### config.mk
export PLATFORM = sky130hd
export DESIGN_NAME = v_ist_retire
export DESIGN_NICKNAME = d
export VERILOG_FILES = /design/src/rtl/v_ist_retire.sv
export SDC_FILE = /design/constraint.sdc
export NUM_CORES = 1
export LEC_CHECK = 0
export CAP_MARGIN = 20
export CORE_ASPECT_RATIO = 1.2
export CORE_MARGIN = 5
export CORE_UTILIZATION = 59
export DETAILED_ROUTE_END_ITERATION = 16
export MAX_ROUTING_LAYER = met4
export PLACE_DENSITY = 0.87
export SETUP_SLACK_MARGIN = 0.2
export SLEW_MARGIN = 20
export SYNTH_ARGS = -nofsm -noshare
export SYNTH_HDL_FRONTEND = slang
export SYNTH_SLANG_ARGS = --single-unit
### constraint.sdc
create_clock -name clk -period 3.7 [get_ports clk]
set_input_delay 0.555 -clock clk [delete_from_list [all_inputs] [get_ports clk]]
set_output_delay 0.555 -clock clk [all_outputs]
set_load 0.05 [all_outputs]
### src/rtl/v_ist_retire.sv
// In-order drain side of the vector Instruction Status Table: enqueue, dispatch, writeback, retire.
// Optional `V_IST_FLUSH_EN` adds a flush input that empties the table in one cycle.
module v_ist_retire #(
  parameter int NO_OF_SLOTS = 8,
  parameter int OP_BITS     = 6,
  parameter int TAG_BITS    = 3
) (
  input  logic                clk,
  input  logic                nrst,
  input  logic                enq_valid,
  input  logic [OP_BITS-1:0]  enq_op,
  output logic                enq_ready,
  output logic                disp_valid,
  output logic [OP_BITS-1:0]  disp_op,
  output logic [TAG_BITS-1:0] disp_tag,
  input  logic                disp_ready,
  input  logic                wb_valid,
  input  logic [TAG_BITS-1:0] wb_tag,
  output logic                ret_valid,
  output logic [OP_BITS-1:0]  ret_op,
  output logic [TAG_BITS-1:0] ret_tag,
  output logic [TAG_BITS:0]   count,
  output logic                err
`ifdef V_IST_FLUSH_EN
  ,
  input  logic                flush
`endif
);

  typedef enum logic [2:0] {
    ST_IS = 3'b000,
    ST_RO = 3'b001,
    ST_EX = 3'b010,
    ST_WR = 3'b011
  } stage_e;

  localparam int unsigned       NSLOT = NO_OF_SLOTS;
  localparam logic [TAG_BITS:0] FULL  = (TAG_BITS+1)'(NO_OF_SLOTS);

  logic                vld_q   [NSLOT];
  logic                vld_d   [NSLOT];
  logic [OP_BITS-1:0]  op_q    [NSLOT];
  logic [OP_BITS-1:0]  op_d    [NSLOT];
  stage_e              stage_q [NSLOT];
  stage_e              stage_d [NSLOT];

  logic [TAG_BITS-1:0] head_q, head_d;
  logic [TAG_BITS-1:0] disp_q, disp_d;
  logic [TAG_BITS-1:0] tail_q, tail_d;
  logic [TAG_BITS:0]   count_q, count_d;
  logic                ret_valid_q, ret_valid_d;
  logic [OP_BITS-1:0]  ret_op_q, ret_op_d;
  logic [TAG_BITS-1:0] ret_tag_q, ret_tag_d;
  logic                err_q, err_d;

  logic enq_fire, disp_fire, wb_ok, ret_fire;

  assign enq_ready  = (count_q != FULL);
  assign disp_valid = vld_q[disp_q] && (stage_q[disp_q] == ST_IS);
  assign disp_op    = op_q[disp_q];
  assign disp_tag   = disp_q;
  assign ret_valid  = ret_valid_q;
  assign ret_op     = ret_op_q;
  assign ret_tag    = ret_tag_q;
  assign count      = count_q;
  assign err        = err_q;

  assign enq_fire  = enq_valid && enq_ready;
  assign disp_fire = disp_valid && disp_ready;
  assign wb_ok     = vld_q[wb_tag] && (stage_q[wb_tag] == ST_EX);
  assign ret_fire  = vld_q[head_q] && (stage_q[head_q] == ST_WR);

  always_comb begin
    vld_d       = vld_q;
    op_d        = op_q;
    stage_d     = stage_q;
    head_d      = head_q;
    disp_d      = disp_q;
    tail_d      = tail_q;
    count_d     = count_q;
    ret_valid_d = 1'b0;
    ret_op_d    = ret_op_q;
    ret_tag_d   = ret_tag_q;
    err_d       = err_q;

    for (int unsigned i = 0; i < NSLOT; i++) begin
      if (vld_q[i] && (stage_q[i] == ST_RO)) stage_d[i] = ST_EX;
    end

    // The dispatch, writeback, retire and enqueue slots are always distinct, so update order is free.
    if (disp_fire) begin
      stage_d[disp_q] = ST_RO;
      disp_d          = disp_q + TAG_BITS'(1);
    end

    if (wb_valid) begin
      if (wb_ok) stage_d[wb_tag] = ST_WR;
      else       err_d           = 1'b1;
    end

    if (ret_fire) begin
      vld_d[head_q] = 1'b0;
      head_d        = head_q + TAG_BITS'(1);
      ret_valid_d   = 1'b1;
      ret_op_d      = op_q[head_q];
      ret_tag_d     = head_q;
    end

    if (enq_fire) begin
      vld_d[tail_q]   = 1'b1;
      op_d[tail_q]    = enq_op;
      stage_d[tail_q] = ST_IS;
      tail_d          = tail_q + TAG_BITS'(1);
    end

    case ({enq_fire, ret_fire})
      2'b10:   count_d = count_q + (TAG_BITS+1)'(1);
      2'b01:   count_d = count_q - (TAG_BITS+1)'(1);
      default: count_d = count_q;
    endcase

`ifdef V_IST_FLUSH_EN
    if (flush) begin
      for (int unsigned i = 0; i < NSLOT; i++) vld_d[i] = 1'b0;
      head_d      = '0;
      disp_d      = '0;
      tail_d      = '0;
      count_d     = '0;
      ret_valid_d = 1'b0;
    end
`endif
  end

  always_ff @(posedge clk) begin
    if (!nrst) begin
      for (int unsigned i = 0; i < NSLOT; i++) begin
        vld_q[i]   <= 1'b0;
        op_q[i]    <= '0;
        stage_q[i] <= ST_IS;
      end
      head_q      <= '0;
      disp_q      <= '0;
      tail_q      <= '0;
      count_q     <= '0;
      ret_valid_q <= 1'b0;
      ret_op_q    <= '0;
      ret_tag_q   <= '0;
      err_q       <= 1'b0;
    end else begin
      vld_q       <= vld_d;
      op_q        <= op_d;
      stage_q     <= stage_d;
      head_q      <= head_d;
      disp_q      <= disp_d;
      tail_q      <= tail_d;
      count_q     <= count_d;
      ret_valid_q <= ret_valid_d;
      ret_op_q    <= ret_op_d;
      ret_tag_q   <= ret_tag_d;
      err_q       <= err_d;
    end
  end

endmodule
## Word-level counts from Yosys, hierarchy flattened

Index checks and enable logic that the tools add are counted.
W data, S select, Z words.

| storage, ports and cells | value |
|---|---|
| register bits after elaboration | 104 |
| bits in latches | 0 |
| bits in writable memories | 0 |
| memory bits (read-only) | 0 |
| input port bits | 14 |
| output and inout port bits | 26 |
| memories kept | 0 |

| operators by class | value |
|---|---|
| add/sub/neg operators | 5 |
| $mul | 0 |
| div/mod/pow operators | 0 |
| magnitude comparators | 8 |
| equal/unequal tests | 13 |
| shift operators | 0 |
| mux-type cells | 53 |
| bitwise operators | 16 |
| reductions and logical operators | 20 |

Operators by type and width:

| cell | count |
|---|---|
| $mux W24 | 4 |
| $mux W3 | 17 |
| $bwmux W48 | 1 |
| $bmux W6 S3 | 2 |
| $mux W6 | 5 |
| $bmux W3 S3 | 3 |
| $demux W3 S3 | 3 |
| $and A24 B24 Y24 | 1 |
| $eq A3 B1 Y1 const B | 8 |
| $not A24 Y24 | 1 |
| $demux W6 S3 | 1 |
| $logic_and A1 B1 Y1 | 17 |
| $and A16 B16 Y16 | 1 |
| $and A8 B8 Y8 | 2 |
| $ge A4 B4 Y1 const B | 4 |
| $lt A4 B1 Y1 const B | 4 |
| $mux W8 | 2 |
| $not A16 Y16 | 1 |
| $not A3 Y4 | 4 |
| $not A8 Y8 | 2 |
| $or A16 B16 Y16 | 1 |
| $or A8 B8 Y8 | 2 |
| $add A3 B1 Y3 const B | 3 |
| $bmux W1 S3 | 3 |
| other kinds (13) | 23 |

## Longest topological paths before layout

Gate-level depths: netlist of run 1.

| logic depth | value |
|---|---|
| depth after elaboration | 13 |
| gate-level depth with buffers | 13 |

## Worst setup path after synthesis of run 1

No wires, ideal clock.

| timing path | value |
|---|---|
| path kind | reg-to-output |
| from | register disp_q[0], in the netlist disp_tag[0] |
| to | output port disp_op[2] |
| data arrival time | 2.808 ns |
| slack | 0.337 ns |
| stages on the path, launching flop included | 6 |
| path buffers | 3 |
| cells stage by stage | dfxtp_1 > buf_6 > clkbuf_1 > clkbuf_1 > a31oi_1 > o21ai_0 |

| between the ends | value |
|---|---|
| cells in the longest elaborated chain, start to end | 4 |

Ends and longest elaborated chain:

| element | line | text |
|---|---|---|
| start, declared | 48 | `logic [TAG_BITS-1:0] disp_q, disp_d;` |
| start signal, assigned | 154 | `disp_q <= disp_d;` |
| $not A3 Y4 (not written as such) | 60 | `assign disp_op = op_q[disp_q];` |
| $bmux W6 S3 | 60 |  |
| $mux W6 (not written as such) (2 in series) | 60 |  |
| end, declared | 14 | `output logic [OP_BITS-1:0] disp_op,` |

Every way passes these cells. The select of a mux whose other input is x is not followed.

## Worst setup path after layout of run 1

| timing path | value |
|---|---|
| from | register disp_q[1], in the netlist disp_tag[1] |
| to | output port disp_op[5] |

The elaborated chain is that of the path after synthesis.

==> impl_metrics.json, run 1 <==
{
  "place_ws_ns": 0.370,
  "ys_ff_latch": 104,
  "crit_arrival_ns": 2.81,
  "detail-route-antenna-nets": 0,
  "path_cells": "buf_4 > nand2b_1 > o221ai_1 > clkdlybuf4s50_1",
  "cts_made_buffers": 9,
  "drive_gt1_frac": 0.131,
  "drv_slew": 0,
  "die_area_sq_um": 11600,
  "cts_resized": 0,
  "h-tree-depth": 3,
  "grt_max_degree": 38,
  "dpl.cell_count": 741,
  "worstPathRequired_ns": 3.14,
  "final_cells": 757,
  "timing.rr.start": "head_q[2]",
  "dp_hpwl_um": 10900,
  "cts_tree": "built",
  "placementRows": 39,
  "place_area_sq_um": 6100,
  "cpPeakStageDelay_ns": 0.85,
  "r2r_slack_ns": 0.41,
  "synth_warnings": 0,
  "vias": 5090,
  "die_w_um": 99.3,
  "first_pass_iters": 6,
  "design_area_sq_um": 6420,
  "synthFlopType": "dfxtp_1",
  "grtUsageTotal": 0.292,
  "grt_pass1_wl_um": 26100,
  "routedWlPerCell_um": 21.0,
  "synth_seq_area_share": 0.369,
  "crit_buf_inv": 2,
  "tightest_slew_ns": 0.910,
  "cp-endpoint": "disp_op[5]",
  "synth_edf_count": 0,
  "clockBufferDepth": 2,
  "fin_ws_ns": 0.332,
  "coreArea_sq_um": 9420,
  "crit_type": "reg -> out",
  "gp_congestion": 1.01,
  "worstHoldStart": "stage_q[14]",
  "slew_headroom": 0.385,
  "initial_core_util": 0.599,
  "hold_violations": 0,
  "power_leakage_nw": 2.39,
  "vdd_drop_max_v": 0.000299,
  "critical_path.top_delay_family": "buffers and inverters",
  "fp.dieH_um": 117,
  "port_buffers": 39,
  "endpoint_kind": "output port",
  "cts-root-buf": "clkbuf_16",
  "drc": 0,
  "vias_per_cell": 6.72,
  "cp-start-kind": "flop",
  "synth_nets": 629,
  "status": "completed",
  "grt_pass1_vias": 5015,
  "worst_path_max_delay_cell": "dfxtp_1",
  "rsz0062_at_grt": "yes",
  "clk_latency_ns": 0.35,
  "postSynthAreaPerCell_sq_um": 9.27,
  "ff2ff_path_depth": 11,
  "ctsHoldBuffers": 0,
  "cap_violations": 0,
  "power_mw": 2.52,
  "async_flop_share": 0,
  "cp.depth": 4,
  "tns_ns": 0,
  "syn_inst": 609,
  "setup_violations": 0,
  "grt_overflow": 0,
  "netlist_area_sq_um": 5640,
  "post_cts_buffers": 0,
  "worstReg2RegEnd": "count[2]",
  "cp_max_fo": 17,
  "crit_path_start": "disp_tag[1]",
  "syn2layout_area_growth_pct": 13.8,
  "io_pins": 40,
  "p_per_area_nw_per_um2": 392,
  "finClkSkew_ns": 0.00803,
  "finalCritPeriodShare": 0.910,
  "cts.sinks": 104,
  "ys_types": 70,
  "antennaDiodeCount": 0,
  "drt-total-wl_um": 15900,
  "max_freq_ghz": 0.297,
  "drt_iter0_markers": 459,
  "min_period_ns": 3.37,
  "layout.nets": 649,
  "clkTransAtPathRegs_ns": 0.07,
  "antenna_found_initial": 0,
  "hp-class": "reg -> reg"
}
power by group:
| group | internal, mW | switching (mW) | leakage, nW |
|---|---|---|---|
| logic | 0.115 | 0.175 | 1.39 |
| registers | 1.14 | 0.0347 | 0.842 |
| clock network | 0.601 | 0.449 | 0.161 |
| total | 1.86 | 0.659 | 2.39 |
placed cells by master (no fill, tap or decap), types with 3 or more instances in the layout:
cell / netlist / final
dfxtp_1: 104 / 101
nor2_1: 82 / 82
mux2i_1: 61 / 61
nand2_1: 45 / 45
clkdlybuf4s50_1: 0 / 38
a21oi_1: 35 / 35
o21ai_0: 23 / 23
mux4_2: 22 / 22
buf_4: 3 / 18
nor2b_1: 15 / 15
inv_1: 13 / 13
nand3_1: 12 / 12
a31oi_1: 12 / 12
nand2b_1: 10 / 10
nor3b_1: 10 / 10
a311oi_1: 9 / 9
clkbuf_16: 0 / 9
nor3_1: 7 / 7
or4_1: 6 / 6
nand4_1: 6 / 6
ha_1: 6 / 6
and3_1: 5 / 5
mux2_2: 5 / 5
nor4bb_1: 4 / 4
nand3b_1: 4 / 4
xor2_1: 4 / 4
or3_1: 4 / 4
inv_2: 3 / 3
and3b_1: 3 / 3
o21a_1: 3 / 3
a32oi_1: 3 / 3
o31ai_1: 3 / 3
inv_6: 0 / 3
dfxtp_2: 0 / 3
cells in the mapped netlist (4+ instances only):
cell type / number / area (sq um)
a21oi_1: 35 / 175
a311oi_1: 9 / 78.8
a31oi_1: 12 / 75.1
and3_1: 5 / 31.3
buf_2: 12 / 60.1
clkbuf_1: 27 / 101
dfxtp_1: 104 / 2080
ha_1: 6 / 75.1
inv_1: 13 / 48.8
mux2_2: 5 / 56.3
mux2i_1: 61 / 611
mux4_2: 22 / 495
nand2_1: 45 / 169
nand2b_1: 10 / 62.6
nand3_1: 12 / 60.1
nand3b_1: 4 / 30.0
nand4_1: 6 / 37.5
nor2_1: 82 / 308
nor2b_1: 15 / 93.8
nor3_1: 7 / 35.0
nor3b_1: 10 / 75.1
nor4bb_1: 4 / 40.0
o21ai_0: 23 / 115
or3_1: 4 / 25.0
or4_1: 6 / 45.0
xor2_1: 4 / 35.0
registers in the layout, summed over array words and instances (netlist names):
signal	count
ret_tag	3
count	4
head_q	3
ret_valid	1
stage_q	24
op_q	48
err	1
vld_q	8
ret_op	6
tail_q	3
disp_tag	3
cell families (layout without fill, tap and decap cells):
logic type | count (synthesis) | count (layout) | synth area share
simple gates | 232 | 232 | 0.216
compound gates | 110 | 110 | 0.135
xor+xnor | 5 | 5 | 0.00776
fa+ha+maj | 6 | 6 | 0.0133
flops | 104 | 104 | 0.369
mux | 89 | 89 | 0.211
buf+inv | 63 | 88 | 0.0492
final cells by class:
class | count | area (sq um)
inverters | 16 | 60.1
clock buffers | 9 | 225
fillers | 683 | 2990
clock inverters | 7 | 100
repair buffers | 56 | 515
flip-flops and latches | 104 | 2090
well taps | 123 | 154
multi-input cells | 442 | 3280
metrics by stage:
| stage | util | hold WS, ns |
|---|---|---|
| detailed placement | 0.647 | 0.465 |
| CTS | 0.682 | 0.476 |
| finish | 0.682 | 0.478 |
| global placement | 0.647 | 0.460 |
| global route | 0.682 | 0.520 |
| floorplan | - | 0.443 |
worst min path at each step:
| stage | endpoint | slack [ns] | cells past startpoint |
|---|---|---|---|
| finish | stage_q[14] | 0.48 | 2 |
| global route | stage_q[14] | 0.52 | 2 |
| CTS | stage_q[14] | 0.48 | 2 |
| detailed placement | stage_q[14] | 0.46 | 2 |
| global placement | stage_q[14] | 0.46 | 2 |
| floorplan | stage_q[14] | 0.44 | 2 |
worst register-to-register path, cell delays in order, from the launching register on:
cell and delay (ns):
dfxtp_1 0.60, inv_1 0.25, o2111a_1 0.21, or4_1 0.66, nor2_2 0.18, ha_1 0.29
xor2_1 0.18, ha_1 0.18, a21oi_1 0.05, xor2_1 0.17, or3_1 0.31, a21oi_1 0.14
per-layer routing:
layer | GRT usage | up-vias | routed length [um]
met2 | 0.475 | 312 | 7660
met5 | - | - | 0
met1 | 0.333 | 2428 | 5910
li1 | - | 2254 | -
met3 | 0.0462 | 96 | 1270
met4 | 0.199 | 0 | 1040
Note: power is estimated with default switching activity, not from simulation.
==> run 2, diff against run 1 <==
--- a/config.mk
+++ b/config.mk
@@ -10,6 +10,7 @@
 export CORE_MARGIN = 5
 export CORE_UTILIZATION = 59
 export DETAILED_ROUTE_END_ITERATION = 16
+export HOLD_SLACK_MARGIN = 0.03
 export MAX_ROUTING_LAYER = met4
 export PLACE_DENSITY = 0.87
 export SETUP_SLACK_MARGIN = 0.2
==> results of run 2 <==
The final DEF is identical to that of run 1; final timing and power are the same.
